## src/rtl/slot_chain_if.sv

```systemverilog
// Bundle of control, condition and status signals for the slot_chain sequencer.
// No valid/ready pairs: start and clear are level requests sampled on each rising clk edge.
interface slot_chain_if #(
    parameter int N_SLOTS = 9,
    parameter int N_IN    = 3
);
    logic                      start;
    logic                      clear;
    logic [N_SLOTS*N_IN-1:0]   in;
    logic [N_SLOTS-1:0]        q;
    logic [N_SLOTS-1:0]        token;
    logic                      busy;
    logic                      done;
    logic [1:0]                state_dbg;

    modport master (
        output start, clear, in,
        input  q, token, busy, done, state_dbg
    );

    modport slave (
        input  start, clear, in,
        output q, token, busy, done, state_dbg
    );
endinterface

```

## src/rtl/slot_chain.sv

```systemverilog
// Token-passing slot sequencer: each armed slot fires when all its conditions are high,
// latching its output bit and advancing the token, optionally after a dwell period.
module slot_chain #(
    parameter int N_SLOTS = 9,
    parameter int N_IN    = 3,
    parameter int HOLD    = 0,
    parameter int LOOP    = 0
) (
    input  logic        clk,
    input  logic        rst_n,
    slot_chain_if.slave bus
);
    localparam int PTR_W = $clog2(N_SLOTS);
    localparam int CNT_W = (HOLD > 0) ? $clog2(HOLD + 1) : 1;
    localparam logic [PTR_W-1:0] LAST_PTR  = PTR_W'(N_SLOTS - 1);
    localparam logic [CNT_W-1:0] HOLD_LOAD = CNT_W'((HOLD > 0) ? HOLD - 1 : 0);

    typedef enum logic [1:0] {
        IDLE  = 2'd0,
        ARMED = 2'd1,
        DWELL = 2'd2
    } state_t;

    state_t             state, state_nx;
    logic [PTR_W-1:0]   ptr, ptr_nx;
    logic [CNT_W-1:0]   cnt, cnt_nx;
    logic [N_SLOTS-1:0] q, q_nx;
    logic               done, done_nx;

    logic [(1<<PTR_W)-1:0] cond;
    logic [N_SLOTS-1:0]    sel;
    logic                  fire;

    // cond is padded to a power of two so indexing by ptr never leaves the vector.
    always_comb begin
        cond = '0;
        for (int k = 0; k < N_SLOTS; k++) begin
            cond[k] = &bus.in[k*N_IN +: N_IN];
        end
    end

    assign sel  = N_SLOTS'(1) << ptr;
    assign fire = (state == ARMED) && cond[ptr];

    always_ff @(posedge clk or negedge rst_n) begin
        if (!rst_n) begin
            state <= IDLE;
            ptr   <= '0;
            cnt   <= '0;
            q     <= '0;
            done  <= 1'b0;
        end else begin
            state <= state_nx;
            ptr   <= ptr_nx;
            cnt   <= cnt_nx;
            q     <= q_nx;
            done  <= done_nx;
        end
    end

    always_comb begin
        state_nx = state;
        ptr_nx   = ptr;
        cnt_nx   = cnt;
        q_nx     = q;
        done_nx  = 1'b0;
        if (bus.clear) begin
            state_nx = IDLE;
            ptr_nx   = '0;
            cnt_nx   = '0;
            q_nx     = '0;
        end else begin
            case (state)
                IDLE: begin
                    if (bus.start) begin
                        state_nx = ARMED;
                        ptr_nx   = '0;
                        cnt_nx   = '0;
                    end
                end
                ARMED: begin
                    if (fire) begin
                        q_nx = q | sel;
                        if (ptr == LAST_PTR) begin
                            // Last slot never dwells; it completes on the firing edge.
                            done_nx  = 1'b1;
                            ptr_nx   = '0;
                            state_nx = (LOOP != 0) ? ARMED : IDLE;
                        end else if (HOLD == 0) begin
                            ptr_nx = ptr + 1'b1;
                        end else begin
                            state_nx = DWELL;
                            cnt_nx   = HOLD_LOAD;
                        end
                    end
                end
                DWELL: begin
                    // Loaded with HOLD-1 so the advance lands exactly HOLD edges after firing.
                    if (cnt == '0) begin
                        state_nx = ARMED;
                        ptr_nx   = ptr + 1'b1;
                    end else begin
                        cnt_nx = cnt - 1'b1;
                    end
                end
                default: begin
                    state_nx = IDLE;
                    ptr_nx   = '0;
                    cnt_nx   = '0;
                end
            endcase
        end
    end

    always_comb begin
        bus.q         = q;
        bus.done      = done;
        bus.busy      = (state != IDLE);
        bus.token     = (state != IDLE) ? sel : '0;
        bus.state_dbg = state;
    end
endmodule

```

## src/flat_wrapper.sv

```systemverilog
// flat-port wrapper written by rule: the top's interface ports become plain ports
module slot_chain_flat 
#(
    parameter int N_SLOTS = 9,
    parameter int N_IN    = 3,
    parameter int HOLD    = 0,
    parameter int LOOP    = 0
)
  (clk, rst_n, bus_start, bus_clear, bus_in, bus_q, bus_token, bus_busy, bus_done, bus_state_dbg);
  slot_chain_if #(.N_SLOTS(N_SLOTS), .N_IN(N_IN)) bus_i ();
  input  logic clk;
  input  logic rst_n;
  input wire logic [$bits(bus_i.start)-1:0] bus_start;
  input wire logic [$bits(bus_i.clear)-1:0] bus_clear;
  input wire logic [$bits(bus_i.in)-1:0] bus_in;
  output wire logic [$bits(bus_i.q)-1:0] bus_q;
  output wire logic [$bits(bus_i.token)-1:0] bus_token;
  output wire logic [$bits(bus_i.busy)-1:0] bus_busy;
  output wire logic [$bits(bus_i.done)-1:0] bus_done;
  output wire logic [$bits(bus_i.state_dbg)-1:0] bus_state_dbg;
  assign bus_i.start = bus_start;
  assign bus_i.clear = bus_clear;
  assign bus_i.in = bus_in;
  assign bus_q = bus_i.q;
  assign bus_token = bus_i.token;
  assign bus_busy = bus_i.busy;
  assign bus_done = bus_i.done;
  assign bus_state_dbg = bus_i.state_dbg;
  slot_chain #(.N_SLOTS(N_SLOTS), .N_IN(N_IN), .HOLD(HOLD), .LOOP(LOOP)) u_core (.clk(clk), .rst_n(rst_n), .bus(bus_i));
endmodule
```

## config.mk

```make
export PLATFORM = sky130hd
export DESIGN_NAME = slot_chain_flat
export DESIGN_NICKNAME = d
export VERILOG_FILES = /design/src/rtl/slot_chain_if.sv /design/src/rtl/slot_chain.sv /design/src/flat_wrapper.sv
export SDC_FILE = /design/constraint.sdc
export NUM_CORES = 1
export LEC_CHECK = 0
export BUFFER_PORTS_ARGS = -buffer_cell sky130_fd_sc_hd__buf_4
export CELL_PAD_IN_SITES_DETAIL_PLACEMENT = 1
export CELL_PAD_IN_SITES_GLOBAL_PLACEMENT = 2
export CORE_MARGIN = 2
export CORE_UTILIZATION = 27
export DETAILED_ROUTE_END_ITERATION = 10
export HOLD_SLACK_MARGIN = 0.05
export PLACE_DENSITY = 0.91
export SYNTH_ARGS = -nofsm -noshare
export SYNTH_HDL_FRONTEND = slang
export SYNTH_SLANG_ARGS = --single-unit
```

## constraint.sdc

```tcl
create_clock -name clk -period 3.6 [get_ports clk]
set_clock_uncertainty 0.05 [all_clocks]
set_input_delay 0.72 -clock clk [delete_from_list [all_inputs] [get_ports clk]]
set_output_delay 0.72 -clock clk [all_outputs]
set_load 0.05 [all_outputs]
```

==> summary.txt, run 1 <==
Status
  • Status: complete, no violations

Floorplanning
  • Die ar.: roughly 4600 um2
  • Initial Utilization: 0.277
  • Core area: just under 4000 um2
  • Row Count: 23
  • Ports: between 50 and 60
  • Die Y: about 68 um
  • Die W: 67.6 um

Synth
  • Syn. warnings: 0
  • Ys flop type: dfrtp_1
  • Main combinational cell family by area after synthesis: simple AND/OR/NAND/NOR gates
  • Gate Count Post-Synth: 116
  • Synth Area in Compound Gates: 0.192
  • Yosys reg bits: 15
  • Syn avg cell area: roughly 9.4 um2
  • Mapped Area: 1090 um2
  • Synthesized Nets: 153
  • Synth Area in XOR/XNOR: 0
  • Post-synth EDFFs: 0
  • Count of different cell masters after synthesis: 39
  • Multiplexer area fraction after synthesis: 0
  • Fraction of the mapped netlist area in adder cells: 0.0688
  • Post-synth ARST share: 1.00
  • Sequential area share after synthesis: 0.344
  • Simple-gate portion of the synthesized area: 0.310

Power
  • Leak pwr: ~0.7 nW
  • Tot Pwr: between 300 and 400 uW
  • Pwr per Cell Area: around 250 nW/um2
  • VDD IR max: ~220 uV

Clock tree
  • CTS tree: done
  • Worst-path clk slew: ~0.06 ns
  • Cts bufs inserted: 3
  • Postcts setup bufs: 0
  • Post-CTS sizing: 0
  • Clk root buf: clkbuf_8
  • Clk Latency, worst-skew pair: around 0.25 ns
  • CTS max path bufs: 2
  • Clock Sinks: 15
  • H-tree Lvls: 1
  • Hold_buf cts: 0

Min path
  • Hold Crit Class: primary input to asynchronous set/reset pin

Route
  • Drt initial violations: between 50 and 60
  • Drt wl/cell: 16.3 um
  • Vias per inst: approximately 5.2
  • Final WL: 3.48 mm
  • Routed Antenna Nets: 0
  • Vias: 1,102
  • Drt pass-1 iters: 4
  • DRC: 0

Worst setup path
  • Critical path required time: around 2.8 ns
  • Critical Path Fanout Max: 11
  • Crit path capture type: primary output
  • Worst Path Arrival: slightly above 2 ns
  • Worst Setup Start Kind: flop
  • Crit Path Class: flop to primary output

STA
  • Max Slew Vio Count: 0
  • Slew @ Worst Pin: slightly above 0.9 ns
  • Max Clk Rate: between 300 and 400 MHz
  • Slew margin rel.: 0.382
  • Fin crit period: ~2.8 ns
  • Setup TNS: 0 ns
  • RSZ-0062 raised after global routing: no
  • Final setup viols: 0
  • Endpoints failing hold: 0
  • WHS: 0.266 ns
  • Final period util: 0.783

Placement
  • Placed cell count: 209
  • Post-DP HPWL: between 2 and 3 mm
  • Placer Congestion: 0.834
  • Port buffer count: 51

Global routing
  • Largest net degree at the start of global routing: 17
  • Total track usage: 0.164
  • Initial antenna violation count: 0
  • Overflow after GRT: 0
  • Global-route wire length before repair: around 5.6 mm
  • Vias in the first global route: around 1.2k

Cells and area
  • Final Net Count: between 200 and 250
  • Fill cells: between 400 and 500
  • Fin cells: 213
  • Number of diodes: 0
  • Area growth syn-to-layout: 39.1%
  • Share of layout cells above drive strength 1: 0.393
  • Post-layout util: 0.385

Job
  • MaxCap Viol Count: 0
-- power breakdown --
| part | switching (mW) | internal [mW] | total [mW] |
|---|---|---|---|
| clock network | 0.0590 | 0.0785 | 0.137 |
| logic | 0.0387 | 0.0324 | 0.0711 |
| registers | 0.00366 | 0.170 | 0.174 |
-- critical path, stage by stage, from the launching register on --
cell,delay [ns]
dfrtp_1,0.51
inv_1,0.22
ha_1,0.28
and3b_1,0.28
inv_1,0.08
nor2_1,0.20
buf_4,0.24
-- cell usage in the layout, fill, tap and decap left out, types with 2 or more instances in the layout --
cell and n:
buf_4 51, nor2_1 17, dfrtp_1 15, inv_1 7, a31oi_1 7, a21oi_1 7, nand4_1 6, ha_1 6
and3_1 4, and2_1 3, nand4b_1 3, nand2_1 3, nor3_1 3, clkbuf_8 3, nand2b_1 2, and3_4 2
o21ai_1 2
-- sequential cells by signal (all words and copies together) (netlist names) --
register / cells
u_core.bus.state_dbg: 1
u_core.bus.done: 1
u_core.bus.q: 9
u_core.ptr: 4
-- cells in the mapped netlist (all sizes together) (2+ instances only) --
cell | n | area [um2]
nor2 | 17 | 63.8
dfrtp | 15 | 375
a21oi | 7 | 35.0
a31oi | 7 | 43.8
inv | 7 | 26.3
and3 | 6 | 47.5
buf | 6 | 56.3
ha | 6 | 75.1
nand4 | 6 | 37.5
nand2 | 4 | 17.5
nand4b | 4 | 50.1
and2 | 3 | 18.8
nor3 | 3 | 15.0
a311oi | 2 | 23.8
clkbuf | 2 | 7.51
nand2b | 2 | 12.5
nand3 | 2 | 15.0
o21ai | 2 | 10.0
-- cell type report --
cell class / count / area, um2 / area share
clock buffer: 4 / 45.0 / 0.0297
inverter: 7 / 26.3 / 0.0173
multi-input combinational: 86 / 626 / 0.412
sequential: 15 / 375 / 0.247
tap: 50 / 62.6 / 0.0412
timing repair buffer: 51 / 383 / 0.252
-- layer usage --
metal  wire [um]  up-vias  track usage
met5           0        -            0
met4          43        0       0.0536
met3         281        5       0.0250
met2        1570       53        0.267
met1        1580      530        0.220
li1            -      514            -
-- path summary, 6_finish.rpt --
path / from / end / slack, ns / depth (start not counted)
max reg2reg: u_core.ptr[0]$_DFFE_PN0P_ / u_core.ptr[2]$_DFFE_PN0P_ / 1.35 / 5
min in group clk: u_core.bus.q[2]$_DFFE_PN0P_ / u_core.bus.q[2]$_DFFE_PN0P_ / 0.46 / 2
max in group asynchronous: rst_n / u_core.bus.q[1]$_DFFE_PN0P_ / 3.05 / 1
min: rst_n / u_core.bus.q[3]$_DFFE_PN0P_ / 0.27 / 1
min reg2reg: u_core.bus.q[2]$_DFFE_PN0P_ / u_core.bus.q[2]$_DFFE_PN0P_ / 0.46 / 2
max: u_core.ptr[1]$_DFFE_PN0P_ / bus_token[8] / 0.78 / 6
-- metrics by stage --
stage	setup WS [ns]	area (um2)
after detailed placement	1.09	1470
after CTS	0.813	1520
final	0.781	1520
after global routing	0.632	1520
after floorplan	0.976	1090
after global placement	1.15	1470
-- cells by family after synthesis --
| logic type | after synthesis |
|---|---|
| buf+inv | 15 |
| other cells | 1 |
| compound gates | 26 |
| flops | 15 |
| fa+ha+maj | 6 |
| simple gates | 53 |
No activity file was read; power rests on OpenSTA's default activity.
==> run 2, diff against run 1 <==
--- a/config.mk
+++ b/config.mk
@@ -5,14 +5,15 @@
 export SDC_FILE = /design/constraint.sdc
 export NUM_CORES = 1
 export LEC_CHECK = 0
+export ABC_AREA = 1
 export BUFFER_PORTS_ARGS = -buffer_cell sky130_fd_sc_hd__buf_4
 export CELL_PAD_IN_SITES_DETAIL_PLACEMENT = 1
 export CELL_PAD_IN_SITES_GLOBAL_PLACEMENT = 2
 export CORE_MARGIN = 2
-export CORE_UTILIZATION = 27
+export CORE_UTILIZATION = 24
 export DETAILED_ROUTE_END_ITERATION = 10
 export HOLD_SLACK_MARGIN = 0.05
-export PLACE_DENSITY = 0.91
+export PLACE_DENSITY = 0.86
 export SYNTH_ARGS = -nofsm -noshare
 export SYNTH_HDL_FRONTEND = slang
 export SYNTH_SLANG_ARGS = --single-unit
==> constraint.sdc (replaced) <==
create_clock -name clk -period 2.7 [get_ports clk]
set_clock_uncertainty 0.05 [all_clocks]
set_input_delay 0.54 -clock clk [delete_from_list [all_inputs] [get_ports clk]]
set_output_delay 0.54 -clock clk [all_outputs]
set_load 0.05 [all_outputs]
==> run 2 against run 1 <==
Net effect:
- critical path depth decreased by 1
- worst setup slack got worse by 0.42 ns
- first-iteration DRC count decreased by 42%
- design area increased by 5.7%
- die area increased by 18%
- global-route usage decreased by 3.2 points
- largest power group is now combinational cells
- highest routed layer unchanged
==> summary.txt, run 2 <==
Worst setup path
  • Critical Path Fanout Max: 9 (-2)
  • Worst Reg-to-Reg Cells: 12 (+7)
  • Worst Setup Start Kind: flop
  • Crit path capture type: primary output
  • Largest stage delay, worst path: 0.50 ns (about the same)
  • Worst Path Arrival: 1.75 ns (-0.30 ns)
  • Critical path cell sequence: inv_2 > ha_1 > nand3_1 > nor2_1 > buf_4
  • Crit Reg-Reg Endpoint: u_core.bus.q[4]$_DFFE_PN0P_
  • Worst r2r src: u_core.ptr[0]$_DFFE_PN0P_
  • Worst path slowest cell: dfrtp_1
  • Crit Path Class: flop to primary output
  • Critical path required time: 2.11 ns (-0.72 ns)
  • Reg-to-reg slack, setup: 0.93 ns (-0.42 ns)

Synth
  • Syn avg cell area: 7.54 um2 (-20%)
  • Ys flop type: dfrtp_1
  • Most frequent cells after synthesis: nand2_1, nand3_1, dfrtp_1, nor2_1, inv_1
  • Synthesized Nets: 191 (+25%)
  • Yosys reg bits: 15 (unchanged)
  • Post-synth EDFFs: 0 (unchanged)
  • Synth top area cells: dfrtp_1, nand2_1, nand3_1, nand4_2, ha_1
  • Count of different cell masters after synthesis: 26 (-33%)
  • Post-synth top area share: 0.323 (-0.0208)
  • Synth area leader: dfrtp_1
  • Gate Count Post-Synth: 154 (+33%)
  • Syn. warnings: 0 (unchanged)
  • Mapped Area: 1160 um2 (+6.4%)
  • Post-synth ARST share: 1.00 (unchanged)
  • Most common cell in the netlist: nand2_1
  • Sequential area share after synthesis: 0.323 (-0.0208)

Clock tree
  • Worst-path clk slew: 0.06 ns (about the same)
  • H-tree Lvls: 1 (unchanged)
  • Cts bufs inserted: 3 (unchanged)
  • Post-CTS sizing: 0 (unchanged)
  • Clk Latency, worst-skew pair: 0.25 ns (about the same)
  • Clock Sinks: 15 (unchanged)
  • Clk root buf: clkbuf_8
  • CTS max path bufs: 2 (unchanged)
  • CTS tree: done
  • Postcts setup bufs: 0 (unchanged)
  • Hold_buf cts: 0 (unchanged)

STA
  • RSZ-0062 raised after global routing: no
  • Setup TNS: 0 ns (unchanged)
  • Endpoints failing hold: 0 (unchanged)
  • Max Slew Vio Count: 0 (unchanged)
  • Fin crit period: approximately 2.3 ns
  • Final period util: 0.867
  • Final setup viols: 0 (unchanged)
  • Max Clk Rate: 427 MHz

Floorplanning
  • Initial Utilization: 0.247 (-0.0293)
  • Die W: 73.6 um (+8.9%)
  • Core area: 4690 um2 (+19%)
  • Ports: 53 (unchanged)
  • Row Count: 25 (+8.7%)
  • Die ar.: 5410 um2 (+18%)
  • Die Y: 73.6 um (+8.9%)

Global routing
  • Largest net degree at the start of global routing: 19 (+2)
  • Total track usage: 0.131 (-0.0324)
  • Vias in the first global route: 1,153 (-1.4%)
  • Overflow after GRT: 0 (unchanged)
  • Initial antenna violation count: 0 (unchanged)
  • Global-route wire length before repair: 5.52 mm (-2.2%)

Cells and area
  • Share of layout cells above drive strength 1: 0.374 (-0.0183)
  • Max reg flops: 9 (unchanged)
  • Area of the multi-input gates: 641 um2 (+2.4%)
  • Storage element area: 375 um2 (unchanged)
  • Post-layout util: 0.342 (-0.0431)
  • Final Net Count: 241 (+20%)
  • Top reg by flops: u_core.bus.q
  • Number of diodes: 0 (unchanged)
  • Area growth syn-to-layout: 38.1%
  • Largest registers: u_core.bus.q (9), u_core.ptr (4)
  • Commonest non-fill, non-tap cell in the layout: buf_4
  • Commonest non-fill, non-tap cells in the layout: buf_4, nand2_1, nand3_1, nor2_1, dfrtp_1
  • Fill cells: 596 (+25%)

Job
  • MaxCap Viol Count: 0 (unchanged)

Placement
  • Port buffer count: 51 (unchanged)
  • Placer Congestion: 0.764 (-8.3%)
  • Post-DP HPWL: 2.60 mm (-0.95%)

Min path
  • Hold Crit Class: primary input to asynchronous set/reset pin

Status
  • Status: complete, no violations

Route
  • Vias: 1,153 (+4.6%)
  • Final WL: 3.28 mm (-5.6%)
  • DRC: 0 (unchanged)
  • Drt initial violations: 30 (-42%)
  • Routed Antenna Nets: 0 (unchanged)
  • Drt pass-1 iters: 4 (unchanged)
  • Drt wl/cell: 12.8 um (-22%)
  • Vias per inst: 4.49 (-13%)

Power
  • Leak pwr: 0.916 nW (+27%)
  • Pwr per Cell Area: 454 nW/um2 (+80%)
  • VDD IR max: 235 uV (+7.4%)
run 2: layout make-up:
cell class | count | share of cell area
flip-flops and latches | 15 | 0.234
inverters | 19 | 0.0530
repair buffers | 52 | 0.243
multi-input cells | 113 | 0.399
well taps | 54 | 0.0421
clock buffers | 4 | 0.0281
run 2: worst max path at each step:
stage                                             start            to  slack, ns  cells after the start
finish                        u_core.ptr[0]$_DFFE_PN0P_  bus_token[8]       0.36                      5
detailed placement            u_core.ptr[0]$_DFFE_PN0P_  bus_token[8]       0.62                      5
floorplan           u_core.bus.state_dbg[0]$_DFFE_PN0P_  bus_token[8]       0.39                      3
global placement              u_core.ptr[0]$_DFFE_PN0P_  bus_token[8]       0.68                      5
global route                  u_core.ptr[0]$_DFFE_PN0P_  bus_token[8]       0.20                      5
CTS                           u_core.ptr[0]$_DFFE_PN0P_  bus_token[8]       0.32                      5
run 2: metal layers:
| layer | up-vias | routed length, um | part of all wire | global-route usage |
|---|---|---|---|---|
| met5 | - | 0 | 0 | 0 |
| met4 | 0 | 19 | 0.0058 | 0.0283 |
| met3 | 5 | 109 | 0.033 | 0.0302 |
| met2 | 21 | 1630 | 0.50 | 0.230 |
| met1 | 533 | 1530 | 0.47 | 0.164 |
| li1 | 594 | - | - | - |
run 2: through the flow:
step / area [um2] / power [mW] / hold slack, ns / std cells / worst slack [ns]
6_report: 1600 / 0.729 / 0.0948 / 257 / 0.358
5_1_grt: 1600 / 0.777 / 0.0988 / 257 / 0.198
4_1_cts: 1600 / 0.743 / 0.0972 / 257 / 0.317
3_5_place_dp: 1560 / 0.550 / 0.371 / 253 / 0.620
3_3_place_gp: 1560 / 0.548 / 0.366 / 253 / 0.681
2_1_floorplan: 1160 / 0.469 / 0.194 / 154 / 0.394
run 2: cell families after synthesis:
family / share of synthesized area
buffers and inverters: 0.125
AND/OR/NAND/NOR: 0.470
flip-flops: 0.323
adder cells (fa/ha/maj): 0.0647
other: 0.00323
AO/OA/AOI/OAI: 0.00647
XOR/XNOR: 0.00754
run 2: critical path: cells and delay by family, from the launching register on:
| kind | cells | cell delay, ns |
|---|---|---|
| buffers and inverters | 2 | 0.40 |
| adders and majority gates | 1 | 0.22 |
| and+or+nand+nor | 2 | 0.37 |
| DFF | 1 | 0.50 |
run 2: where the power goes:
group | switching (mW) | total [mW] | internal [mW]
Clock | 0.0823 | 0.187 | 0.105
Sequential | 0.0160 | 0.251 | 0.235
Combinational | 0.193 | 0.291 | 0.0974
Total | 0.291 | 0.729 | 0.437
